**src/rtl/fetch_unit.sv**
```systemverilog
// Two-state fetch unit: request an instruction word, hold it in IR until accepted, then steer the PC (sequential, branch or jump).
// Optional performance counters are enabled by defining FETCH_PERF_EN.
module fetch_unit (
    input  logic        clk,
    input  logic        rst,
    output logic        imem_req,
    output logic [31:0] imem_addr,
    input  logic        imem_ack,
    input  logic [31:0] imem_data,
    output logic [31:0] IR,
    output logic        IR_valid,
    input  logic        IR_ready,
    input  logic        Jump,
    input  logic [2:0]  condition,
    input  logic        Zero,
    input  logic        Sign,
`ifdef FETCH_PERF_EN
    output logic [31:0] taken_cnt,
    output logic [31:0] stall_cnt,
`endif
    output logic [31:0] PC
);

    typedef enum logic {
        S_FETCH = 1'b0,
        S_ISSUE = 1'b1
    } state_t;

    state_t      state_q, state_d;
    logic [31:0] pc_q, pc_d;
    logic [31:0] ir_q, ir_d;
    logic [31:0] seq_pc;
    logic [31:0] br_off;
    logic [31:0] next_pc;
    logic        br_taken;
    logic        accept;

    // State register; reset wins over any ack or accept in the same cycle.
    always_ff @(posedge clk) begin
        if (rst) begin
            state_q <= S_FETCH;
            pc_q    <= 32'h0000_0000;
            ir_q    <= 32'h0000_0000;
        end else begin
            state_q <= state_d;
            pc_q    <= pc_d;
            ir_q    <= ir_d;
        end
    end

    always_comb begin
        state_d = state_q;
        case (state_q)
            S_FETCH: if (imem_ack) state_d = S_ISSUE;
            S_ISSUE: if (IR_ready) state_d = S_FETCH;
            default: state_d = S_FETCH;
        endcase
    end

    always_comb begin
        imem_req  = (state_q == S_FETCH);
        IR_valid  = (state_q == S_ISSUE);
        imem_addr = pc_q;
        PC        = pc_q;
        IR        = ir_q;
    end

    // Control inputs only matter in the accepting cycle.
    always_comb begin
        accept = (state_q == S_ISSUE) && IR_ready;
        seq_pc = pc_q + 32'd4;
        br_off = {{14{ir_q[15]}}, ir_q[15:0], 2'b00};
        case (condition)
            3'b001:  br_taken = Zero;
            3'b010:  br_taken = !Zero;
            3'b011:  br_taken = !Sign;
            3'b110:  br_taken = Sign;
            3'b101:  br_taken = Sign | Zero;
            3'b100:  br_taken = !Sign & !Zero;
            default: br_taken = 1'b0;
        endcase
        if (Jump) begin
            next_pc = {seq_pc[31:28], ir_q[25:0], 2'b00};
        end else if (br_taken) begin
            next_pc = seq_pc + br_off;
        end else begin
            next_pc = seq_pc;
        end
    end

    always_comb begin
        pc_d = pc_q;
        ir_d = ir_q;
        if ((state_q == S_FETCH) && imem_ack) begin
            ir_d = imem_data;
        end
        if (accept) begin
            pc_d = next_pc;
        end
    end

`ifdef FETCH_PERF_EN
    logic [31:0] taken_cnt_q, taken_cnt_d;
    logic [31:0] stall_cnt_q, stall_cnt_d;

    always_comb begin
        taken_cnt_d = taken_cnt_q;
        stall_cnt_d = stall_cnt_q;
        if (accept && (next_pc != seq_pc)) begin
            taken_cnt_d = taken_cnt_q + 32'd1;
        end
        if ((state_q == S_FETCH) && !imem_ack) begin
            stall_cnt_d = stall_cnt_q + 32'd1;
        end
    end

    always_ff @(posedge clk) begin
        if (rst) begin
            taken_cnt_q <= 32'd0;
            stall_cnt_q <= 32'd0;
        end else begin
            taken_cnt_q <= taken_cnt_d;
            stall_cnt_q <= stall_cnt_d;
        end
    end

    assign taken_cnt = taken_cnt_q;
    assign stall_cnt = stall_cnt_q;
`endif

endmodule
```
**config.mk**
```make
export PLATFORM = sky130hd
export DESIGN_NAME = fetch_unit
export DESIGN_NICKNAME = d
export VERILOG_FILES = /design/src/rtl/fetch_unit.sv
export SDC_FILE = /design/constraint.sdc
export NUM_CORES = 1
export LEC_CHECK = 0
export ABC_CLOCK_PERIOD_IN_PS = 3300
export CAP_MARGIN = 25
export CORE_MARGIN = 2
export CORE_UTILIZATION = 38
export CTS_BUF_LIST = sky130_fd_sc_hd__clkbuf_8
export CTS_CLUSTER_SIZE = 24
export DETAILED_ROUTE_END_ITERATION = 6
export PLACE_DENSITY = 0.68
export SLEW_MARGIN = 20
export SYNTH_ARGS = -nofsm -noshare
export SYNTH_HDL_FRONTEND = slang
export SYNTH_SLANG_ARGS = --single-unit
```
**constraint.sdc**
```tcl
create_clock -name clk -period 3.3 [get_ports clk]
set_clock_uncertainty 0.05 [all_clocks]
set_input_delay 0.33 -clock clk [delete_from_list [all_inputs] [get_ports clk]]
set_output_delay 0.33 -clock clk [all_outputs]
set_load 0.02 [all_outputs]
```
==> metrics, run 1 <==
Detailed Route Iter0 Violations=397; endpoint class of the critical path=register; vias per cell=5.46; Die Ht=122 um; failing checks=negative setup slack; area fraction of the dominant cell type after synthesis=23.9%; Critical Path Source Type=register; fraction of layout cells with a size suffix above 1=~28%; outcome=finished with violations; Die Area=about 15000 um2; Async SR Flop Fraction=0%; Final Critical Period=around 3.4 ns; Num CTS Buffers=9; period utilisation layout=104%; clk buf depth=2; initial antenna violation count=0; Final setup viols=3; slowest cell on the critical path=or3_1; FMAX=a little under 300 MHz; IO Count=140; clock latency at the later pin of the worst-skew pair=between 0.3 and 0.4 ns; Initial Util=between 30 and 40%; nets@finish=1019; post-route setup slack=-0.128 ns; global-route wire length before repair=approximately 28000 um; sequential fraction of the synthesis area=a little under a quarter; hpwl dp=13300 um; diodes inserted=0; critical setup path kind=reg2reg; Slew HR=53.9%; RSZ-0062 raised after global routing=yes; Cell Chain, Critical Path=and4_4 > and4_4 > nand2_4 > buf_6 > nor2_4 > buf_6 > and3_4 > xor2_1 > ha_1 > a21o_1 > a21oi_2 > nand4_1 > or3_1 > nand3_2 > mux2i_1 > mux2_1; slowest stage delay, CP=0.37 ns; Yosys warnings=0; worst hold path type=in2reg; Tightest Pin Transition=approximately 0.7 ns; synth top area cells=dfxtp_1, ha_1, nand2_1; Synth Area per Inst=around 7.5 um2; Post-Synthesis Cells=between 700 and 800; max_cap viols=0; largest net degree at the start of global routing=45; fin area=approximately 8300 um2; drt total wl=between 15000 and 20000 um; FP Rows=43; Avg WL per Cell=between 15 and 20 um; Die X-Extent=between 100 and 150 um; Leakage=between 3 and 4 nW; number of enable flip-flop cells after synthesis=0; Netlist cell types=73; Critical Path AT=roughly 3.6 ns; core area=between 10000 and 15000 um2; Area Overhead vs Synth=57.3%; top_reg_cell synth=dfxtp_1; maximum vdd drop=around 0.00028 V; Total GRT Usage=24.4%; top-count cell post-synth=nand2_1; Placed Area=approximately 7400 um2; ANT nets after route=0; pwr dens=~260 nW/um2; Clock Root Buffer=clkbuf_8; Port Buf Inserts=~140; cell taking the most area after synthesis=dfxtp_1; total gr overflow=0; worst-path fanout max=4; Clock Sinks=between 60 and 70; Slew Limit Fails=0; Hold Fails Final Rpt=0; cell family with most CP delay=simple AND/OR/NAND/NOR gates; CTS tree=done; Required @ worst endpoint=roughly 3.5 ns; Clk pin slew, worst setup/hold paths=around 0.08 ns; Cell Area, Synth=5270 um2; vias in the first global route=a little under 6000; Min Hold Slack=between 0.3 and 0.4 ns; TritonRoute pass-1 iters=5; FF+latch count, synth=63; CP Buf/Inv Count=2; H-tree depth=3; Routability Congestion=approximately 0.91; via count of the routed design=~6100; DR DRC count=0; commonest cells in the netlist=nand2_1, a21oi_1, dfxtp_1
routing by layer:
| metal | up-vias | routed length, um | share of wire [%] | global-route usage (%) |
|---|---|---|---|---|
| li1 | 2964 | - | - | - |
| met1 | 2855 | 7410 | 40 | 28.5 |
| met2 | 249 | 9280 | 50 | 42.4 |
| met3 | 60 | 1230 | 6.6 | 5.01 |
| met4 | 0 | 738 | 4.0 | 11.6 |
| met5 | - | 0 | 0 | 0 |
state kept, by name, summed over array words and instances, names as in the netlist:
name,flops
IR_valid,1
IR,32
PC,30
timing repair:
item,in CTS,in global routing
gates cloned,0,0
buffers inserted,21,10
pin swaps,25,36
gates resized for setup,34,60
hold buffers,0,0
endpoints found under the setup margin,10,19
hold endpoints to repair,0,0
report_power, final:
| group | internal [mW] | switching (mW) |
|---|---|---|
| Clock | 0.299 | 0.314 |
| Sequential | 0.797 | 0.0400 |
| Combinational | 0.332 | 0.383 |
logic make-up after synthesis:
kind of cell,share of synthesized area (%)
simple gates,24.5
mux,1.38
fa+ha+maj,9.16
buf+inv,8.49
xor+xnor,7.31
other cells,0.0711
flops,23.9
compound gates,25.2
layout by cell type (no fill, tap or decap), drive strengths merged, types with 4 or more instances in the layout:
cell type / instances
mux2i: 5
nor2b: 4
buf: 149
ha: 37
a31oi: 6
o31ai: 7
or3: 8
and4: 9
o211ai: 16
a22oi: 4
a21oi: 82
xnor2: 26
and3: 13
clkdlybuf4s50: 134
dfxtp: 63
inv: 17
nand2: 123
o21bai: 5
a21o: 11
and2: 4
a211oi: 10
nand3: 25
nor2: 45
xor2: 18
clkbuf: 11
nand4: 8
nor3: 18
o21ai: 32
o221ai: 4
conb: 4
final timing paths:
path / from / to / slack [ns] / depth (start not counted)
setup / recovery: PC[7] / PC[31] / -0.13 / 16
hold / removal: rst / IR[15] / 0.35 / 2
hold reg to reg: IR[31] / IR[31] / 0.40 / 2
setup reg to reg: PC[7] / PC[31] / -0.13 / 16
area by class of cell:
class / instances / area (um2)
fill: 1210 / 5420
timing repair buffer: 283 / 2490
clock inverter: 3 / 12.5
tap: 180 / 225
inverter: 15 / 56.3
clock buffer: 11 / 151
multi-input combinational: 567 / 4070
sequential: 63 / 1290
metrics by stage:
stage               TNS (ns)  utilization (%)  worst slack, ns  total power [mW]  std cells
floorplan             -0.117                -           -0.117              1.21        710
global placement      -0.816             53.9           -0.235              1.51       1077
global route           -1.14             60.5           -0.255              2.27       1122
finish                -0.149             60.5           -0.128              2.17       1122
detailed placement     -1.26             53.9           -0.269              1.51       1077
CTS                  -0.0876             57.6          -0.0630              2.15       1112
(Power assumes the default switching activity.)
==> run 2: changes to the inputs <==
--- a/config.mk
+++ b/config.mk
@@ -7,6 +7,7 @@
 export LEC_CHECK = 0
 export ABC_CLOCK_PERIOD_IN_PS = 3300
 export CAP_MARGIN = 25
+export CORE_ASPECT_RATIO = 1.4
 export CORE_MARGIN = 2
 export CORE_UTILIZATION = 38
 export CTS_BUF_LIST = sky130_fd_sc_hd__clkbuf_8
==> run 2 against run 1 <==
Net effect: the flow still finishes with violations (negative setup slack); flip-flop and latch count unchanged; global-route usage increased by 2.9 points; clock-buffer cell count unchanged; critical endpoint is now PC[12]; wire length increased by 14%; sequential power about the same; register-to-register slack got worse by 0.08 ns; worst setup slack got worse by 0.079 ns; final cell count increased by 1.9%; clock power increased by 11%.
==> metrics, run 2 (same netlist as run 1, synthesis figures left out) <==
core area=13500 um2; maximum vdd drop=about 0.00021 V; IO Count=140; Pwr Total=2.29 mW; clk buf depth=2; CTS Hold Bufs=0; critical setup path kind=reg2reg; fraction of layout cells with a size suffix above 1=a little under a third; hpwl dp=~15000 um; Leakage=between 3 and 4 nW; Die Area=roughly 15000 um2; layout filler cell count=roughly 1100; largest net degree at the start of global routing=43; vias in the first global route=6478; CTS tree=done; max reg flops=32; Final setup viols=9; most common cell after layout, fill and taps aside=buf_4; initial antenna violation count=0; FMAX=between 200 and 300 MHz; busiest layer in global routing=met2; outcome=finished with violations; Tightest Pin Transition=0.765 ns; Final Critical Period=~3.5 ns; Required @ worst endpoint=~3.5 ns; H-tree depth=3; Clk pin slew, worst setup/hold paths=0.07 ns; slowest stage delay, CP=0.34 ns; Port Buf Inserts=135; Die Ht=~140 um; most frequent cells in the layout=buf_4, clkdlybuf4s50_1, nand2_1; Clock Sinks=63; Avg WL per Cell=between 15 and 20 um; Initial Util=39.2%; Detailed Route Iter0 Violations=between 300 and 400; max_cap viols=0; Critical Path AT=between 3 and 4 ns; cell mode on critical path=buf_4; Slew HR=around 49%; failing checks=negative setup slack; M2 GR Usage=approximately half; Slew Limit Fails=0; endpoint class of the critical path=register; period utilisation layout=106%; pwr dens=about 270 nW/um2; via count of the routed design=6436; DR DRC count=0; Hold Fails Final Rpt=0; Area Overhead vs Synth=63.6%; total gr overflow=0; vias per cell=about 5.6; Num CTS Buffers=9; Routability Congestion=between 0.9 and 1; worst hold path type=in2reg; ANT nets after route=0; Critical Path Source Type=register; global-route wire length before repair=between 30000 and 40000 um; Cell Chain, Critical Path=and4_4 > and2_4 > buf_4 > nand2_2 > nor2_4 > xor2_4 > buf_4 > buf_4 > buf_4 > buf_4 > buf_4 > buf_4 > buf_4 > buf_4 > buf_4 > buf_4 > buf_4 > buf_4 > buf_4 > buf_4 > buf_4 > a211oi_2 > a211oi_1; met1 usage=slightly below 30%; clock latency at the later pin of the worst-skew pair=0.35 ns; Total GRT Usage=roughly 27%; worst slack, placed=-0.334 ns; drt total wl=roughly 21000 um; slowest cell on the critical path=dfxtp_2; Reg area=1290 um2; nets@finish=a little over 1000; multi-input logic area=roughly 4200 um2; TritonRoute pass-1 iters=6; Setup TNS=-0.725 ns; RSZ-0062 raised after global routing=yes; post-layout util=about 64%; Global Route met3 Usage=4.08%; worst-path fanout max=4; FP Rows=50; final std cells w/o fill=~1100; diodes inserted=0; Clock Root Buffer=clkbuf_8; Placed Instances=around 1100; post-route setup slack=-0.206 ns; Die X-Extent=about 100 um
-- run 2: layer usage --
metal / up-vias / wire [um]
li1: 2990 / -
met1: 3074 / 7750
met2: 292 / 11300
met3: 80 / 1240
met4: 0 / 997
met5: - / 0
-- run 2: per-stage QoR --
stage	hold slack (ns)	instance area [um2]
after floorplan	0.390	5330
after global placement	0.392	7470
after detailed placement	0.399	7500
after CTS	0.339	8150
after global routing	0.355	8630
final	0.347	8630
-- run 2: worst max-delay path, delay by kind of cell (launching register included) --
family          cells  cell delay, ns
buf+inv            16            1.98
simple gates        4            0.61
flops               1            0.34
compound gates      2            0.27
xor+xnor            1            0.10
-- run 2: where the power goes --
part | internal (mW) | switching, mW
clock | 0.375 | 0.305
combinational | 0.364 | 0.412
sequential | 0.797 | 0.0396
-- run 2: area by class of cell --
class | instances | share of cell area, %
multi-input cells | 567 | 48.9
repair buffers | 303 | 30.7
flip-flops and latches | 63 | 14.9
well taps | 182 | 2.64
clock buffers | 11 | 1.76
inverters | 15 | 0.653
clock inverters | 2 | 0.392
-- run 2: final timing paths --
path	from	to	slack [ns]	cells past startpoint
min reg2reg	IR[27]	IR[27]	0.41	2
min	rst	IR[22]	0.35	2
max reg2reg	PC[4]	PC[12]	-0.21	23
max	PC[4]	PC[12]	-0.21	23
-- run 2: timing repair --
action,in CTS,in global routing
setup buffers,27,13
pin swaps,31,48
gates resized for setup,60,62
setup endpoints to repair,12,19
hold endpoints to repair,0,0
==> run 3: changes to the inputs <==
--- a/config.mk
+++ b/config.mk
@@ -14,7 +14,7 @@
 export CTS_CLUSTER_SIZE = 24
 export DETAILED_ROUTE_END_ITERATION = 6
 export PLACE_DENSITY = 0.68
-export SLEW_MARGIN = 20
+export SLEW_MARGIN = 40
 export SYNTH_ARGS = -nofsm -noshare
 export SYNTH_HDL_FRONTEND = slang
 export SYNTH_SLANG_ARGS = --single-unit
==> run 3 against run 2 <==
Net effect: the flow still finishes with violations (negative setup slack); clock power is 7.9% lower; highest routed layer unchanged; via count down 1.5%; clock-buffer cell count stayed put.
==> metrics, run 3 (same netlist as run 1, synthesis figures left out) <==
vias in the first global route=6217; clock latency at the later pin of the worst-skew pair=around 0.35 ns; fin area=8700 um2; Hold Fails Final Rpt=0; clk buf depth=2; nets@finish=1031; Slew HR=between 40 and 50%; outcome=finished with violations; FMAX=about 280 MHz; period utilisation layout=107%; Port Buf Inserts=135; Critical Path Source Type=register; worst hold path type=in2reg; hpwl dp=14900 um; CTS Hold Bufs=0; RSZ-0062 raised after global routing=yes; max reg flops=32; critical setup path kind=reg2reg; drt total wl=between 20000 and 25000 um; switch share=34.8%; pwr dens=around 260 nW/um2; reg-to-reg critical path startpoint=PC[14]; Routability Congestion=0.945; Clock Root Buffer=clkbuf_8; maximum vdd drop=about 0.00027 V; hold_sp=rst; Clk pin slew, worst setup/hold paths=around 0.080 ns; Combinational Power Share=between 30% and 40%; Leakage=about 3.6 nW; Reg-to-Reg End=PC[31]; FP Rows=50; highest layer used for signal routing=met4; Detailed Route Iter0 Violations=between 300 and 400; failing checks=negative setup slack; TritonRoute pass-1 iters=5; vias per cell=around 5.6; hold-critical path depth=2; Required @ worst endpoint=3.48 ns; DR DRC count=0; global-route wire length before repair=~31000 um; met1 wire length=7920 um; WHS Endpoint=IR[22]; DR WL met2=11300 um; ANT nets after route=0; diodes inserted=0; worst reg2reg path depth=14; Die Area=~15000 um2; Die Ht=approximately 140 um; total gr overflow=0; endpoint class of the critical path=register; Area Overhead vs Synth=65.1%; Final setup viols=9; R2R setup slack=-0.22 ns; net switching power=between 0.7 and 0.8 mW; Setup TNS=-0.751 ns; Placed Area=7470 um2; core area=~13000 um2; most frequent cells in the layout=buf_4, clkdlybuf4s50_1, nand2_1; Slew Limit Fails=0; max_cap viols=0; largest net degree at the start of global routing=43; CTS tree=done; most common cell after layout, fill and taps aside=buf_4; H-tree depth=3; Flop pwr share=a little under two fifths; internal power=1.46 mW; Avg WL per Cell=~18 um; IO Count=140; Die X-Extent=between 100 and 150 um; clock power share=between 20% and 30%; Critical Path AT=roughly 3.7 ns; Final Critical Period=around 3.5 ns; Clock Sinks=63; fraction of layout cells with a size suffix above 1=between 30% and 40%; Total GRT Usage=around a quarter; worst-path fanout max=4; DR WL met3=1050 um; Tightest Pin Transition=a little under 0.8 ns; post-route setup slack=-0.224 ns; Initial Util=39.2%; via count of the routed design=roughly 6300; Num CTS Buffers=9; initial antenna violation count=0
## run 3: how the worst max path moves through the flow
| stage | from | endpoint | slack, ns | cells past startpoint |
|---|---|---|---|---|
| floorplan | PC[14] | PC[31] | -0.12 | 14 |
| finish | PC[14] | PC[31] | -0.22 | 14 |
| global placement | PC[7] | PC[21] | -0.27 | 16 |
| global route | PC[12] | PC[31] | -0.34 | 16 |
| detailed placement | PC[7] | PC[31] | -0.30 | 15 |
| CTS | PC[14] | PC[31] | -0.13 | 15 |
## run 3: worst max-delay path: stages (launching register included)
cell and delay (ns):
dfxtp_4 0.35, and4_1 0.25, and4_4 0.27, and3_4 0.23
nand3_2 0.10, xnor2_2 0.17, ha_1 0.32, a21o_1 0.18
a21o_1 0.17, a21oi_2 0.15, nand4_1 0.14, or3_4 0.39
nand3_2 0.09, mux2i_1 0.21, mux2_1 0.35
## run 3: repair_timing
action / in CTS / in global routing
setup buffers: 14 / 21
pin swaps: 35 / 53
hold endpoints to repair: 0 / 0
gates resized for setup: 58 / 95
setup endpoints to repair: 13 / 19
## run 3: area by class of cell
cell class / instances / area [um2]
clock buffers: 11 / 151
multi-input cells: 567 / 4350
flip-flops and latches: 63 / 1290
well taps: 182 / 228
clock inverters: 5 / 23.8
repair buffers: 295 / 2600
fillers: 1130 / 4750
inverters: 15 / 61.3
## run 3: metal layers
| layer | GRT usage [%] | up-vias |
|---|---|---|
| li1 | - | 2983 |
| met1 | 28.8 | 3057 |
| met2 | 49.0 | 243 |
| met3 | 3.58 | 58 |
| met4 | 14.4 | 0 |
| met5 | 0 | - |
## run 3: per-stage QoR
step	power, mW	hold WS, ns	instances	util (%)	setup WS, ns
after floorplan	1.21	0.390	710	-	-0.117
after global placement	1.51	0.392	1089	55.5	-0.275
after detailed placement	1.52	0.398	1089	55.6	-0.305
after CTS	2.17	0.331	1119	59.6	-0.133
after global routing	2.33	0.343	1138	64.7	-0.336
final	2.23	0.346	1138	64.7	-0.224
## run 3: power groups by stage
stage	sequential, mW	combinational [mW]	clock [mW]
final	0.835	0.772	0.627
after global routing	0.839	0.827	0.663
after CTS	0.833	0.705	0.634
after detailed placement	0.849	0.676	0
after global placement	0.848	0.666	0
after floorplan	0.900	0.314	0
==> RTL edit: new RTL, flow settings as in run 2 <==
Build with the macro `FETCH_PERF_EN` defined.
--- a/src/rtl/fetch_unit.sv
+++ b/src/rtl/fetch_unit.sv
@@ -1,4 +1,6 @@
 // Two-state fetch unit: request an instruction word, hold it in IR until accepted, then steer the PC (sequential, branch or jump).
 // Optional performance counters are enabled by defining FETCH_PERF_EN.
+`define FETCH_PERF_EN
+
 module fetch_unit (
     input  logic        clk,
Check against the original RTL (old outputs only; new: stall_cnt and taken_cnt): equivalent (equiv_simple and equiv_induct, registers matched by name and starting in step).
==> RTL edit against run 2 <==
Sequential cell count is 66 higher; total power is 99% higher; worst setup slack lost 1200 ps; cell area rose by 97%; the run still ends with setup timing left; critical endpoint is now taken_cnt[18]$_SDFFE_PP0P_; synthesized cell count rose by 79%; sequential power increased by 96%; area after synthesis grew 86%; wire length increased by 92%.
==> RTL edit: results (changes against run 2) <==
| Metric | Value |
|---|---|
| Synth top area cells | `dfxtp_1 26%, nand2_1 6.1%, nor2_1 5.9%` |
| Most instantiated cells after synthesis | `159 x nand2_1, 155 x nor2_1, 129 x dfxtp_1` |
| Pwr/cell area | `268.2 nW/um2 (+0.89%)` |
| Layout cells sized above 1 | `0.3934 (+0.07496)` |
| Gr usage total | `0.2831 (+0.01074)` |
| P_comb | `1470 uW (+89%)` |
| Port Buffer Count | `203 (+50%)` |
| Synth unique cells | `69 (-5.5%)` |
| Final setup viols | `47 (+38)` |
| Crit path from | `PC[15]$_SDFFE_PP0P_` |
| Final WS setup | `-1356 ps (-1150 ps)` |
| WL met1 | `15,880 um (+100%)` |
| Pin count of the biggest net entering global routing | `103 (+140%)` |
| Failing checks | `setup timing` |
| Post-synthesis adder-cell area fraction | `0.05305 (-0.03853)` |
| WL/cell | `19.44 um (+4.4%)` |
| Post-synthesis compound-gate area fraction | `0.1854 (-0.06678)` |
| Run status | `finished with violations` |
| Cell internal pwr | `2996 uW (+95%)` |
| DP Worst Slack | `-1734 ps (-1401 ps)` |
| Num CTS Buffers | `17 (+8)` |
| Worst r2r dst | `taken_cnt[18]$_SDFFE_PP0P_` |
| Worst Path Max Fanout | `15 (+11)` |
| Post-CTS Resized | `153 (+160%)` |
| Met1 Resource Use GR | `0.3265 (+0.03362)` |
| Drt first pass iters | `5 (-1)` |
| R2R Setup Slk | `-1360 ps (-1150 ps)` |
| Detailed Place HPWL | `29,240 um (+95%)` |
| Reg clk slew, reported paths | `100 ps (+30 ps)` |
| Nets | `1,852 (+78%)` |
-- RTL edit: changes by cell type after synthesis, sizes merged, moves of 16 or more --
cell / change
nor2b: +29
nand2: +36
xnor2: +40
mux2: +31
nand4: +18
clkbuf: +22
dfxtp: +66
xor2: +43
nor4: +16
a21oi: +48
inv: +20
nor2: +110
-- RTL edit: cell type report --
cell class              instances  area (um2)  area share
clock buffers                  17       234.0     0.01375
clock inverters                15       172.7     0.01015
inverters                      35       131.4    0.007723
multi-input cells            1007        8288      0.4872
flip-flops and latches        129        2628      0.1545
well taps                     319       399.1     0.02346
repair buffers                579        5159      0.3033
-- RTL edit: stage by stage --
stage	power [uW]	std cells	area [um2]	setup TNS, ps	hold WS, ps
2_1_floorplan	2296	1269	10190	-43500	416.0
4_1_cts	4467	2065	15940	-42650	331.7
3_3_place_gp	2863	1989	14360	-61420	391.1
3_5_place_dp	2874	1989	14360	-61140	397.4
6_report	4563	2101	17010	-47090	252.1
5_1_grt	4745	2101	17010	-56540	267.5
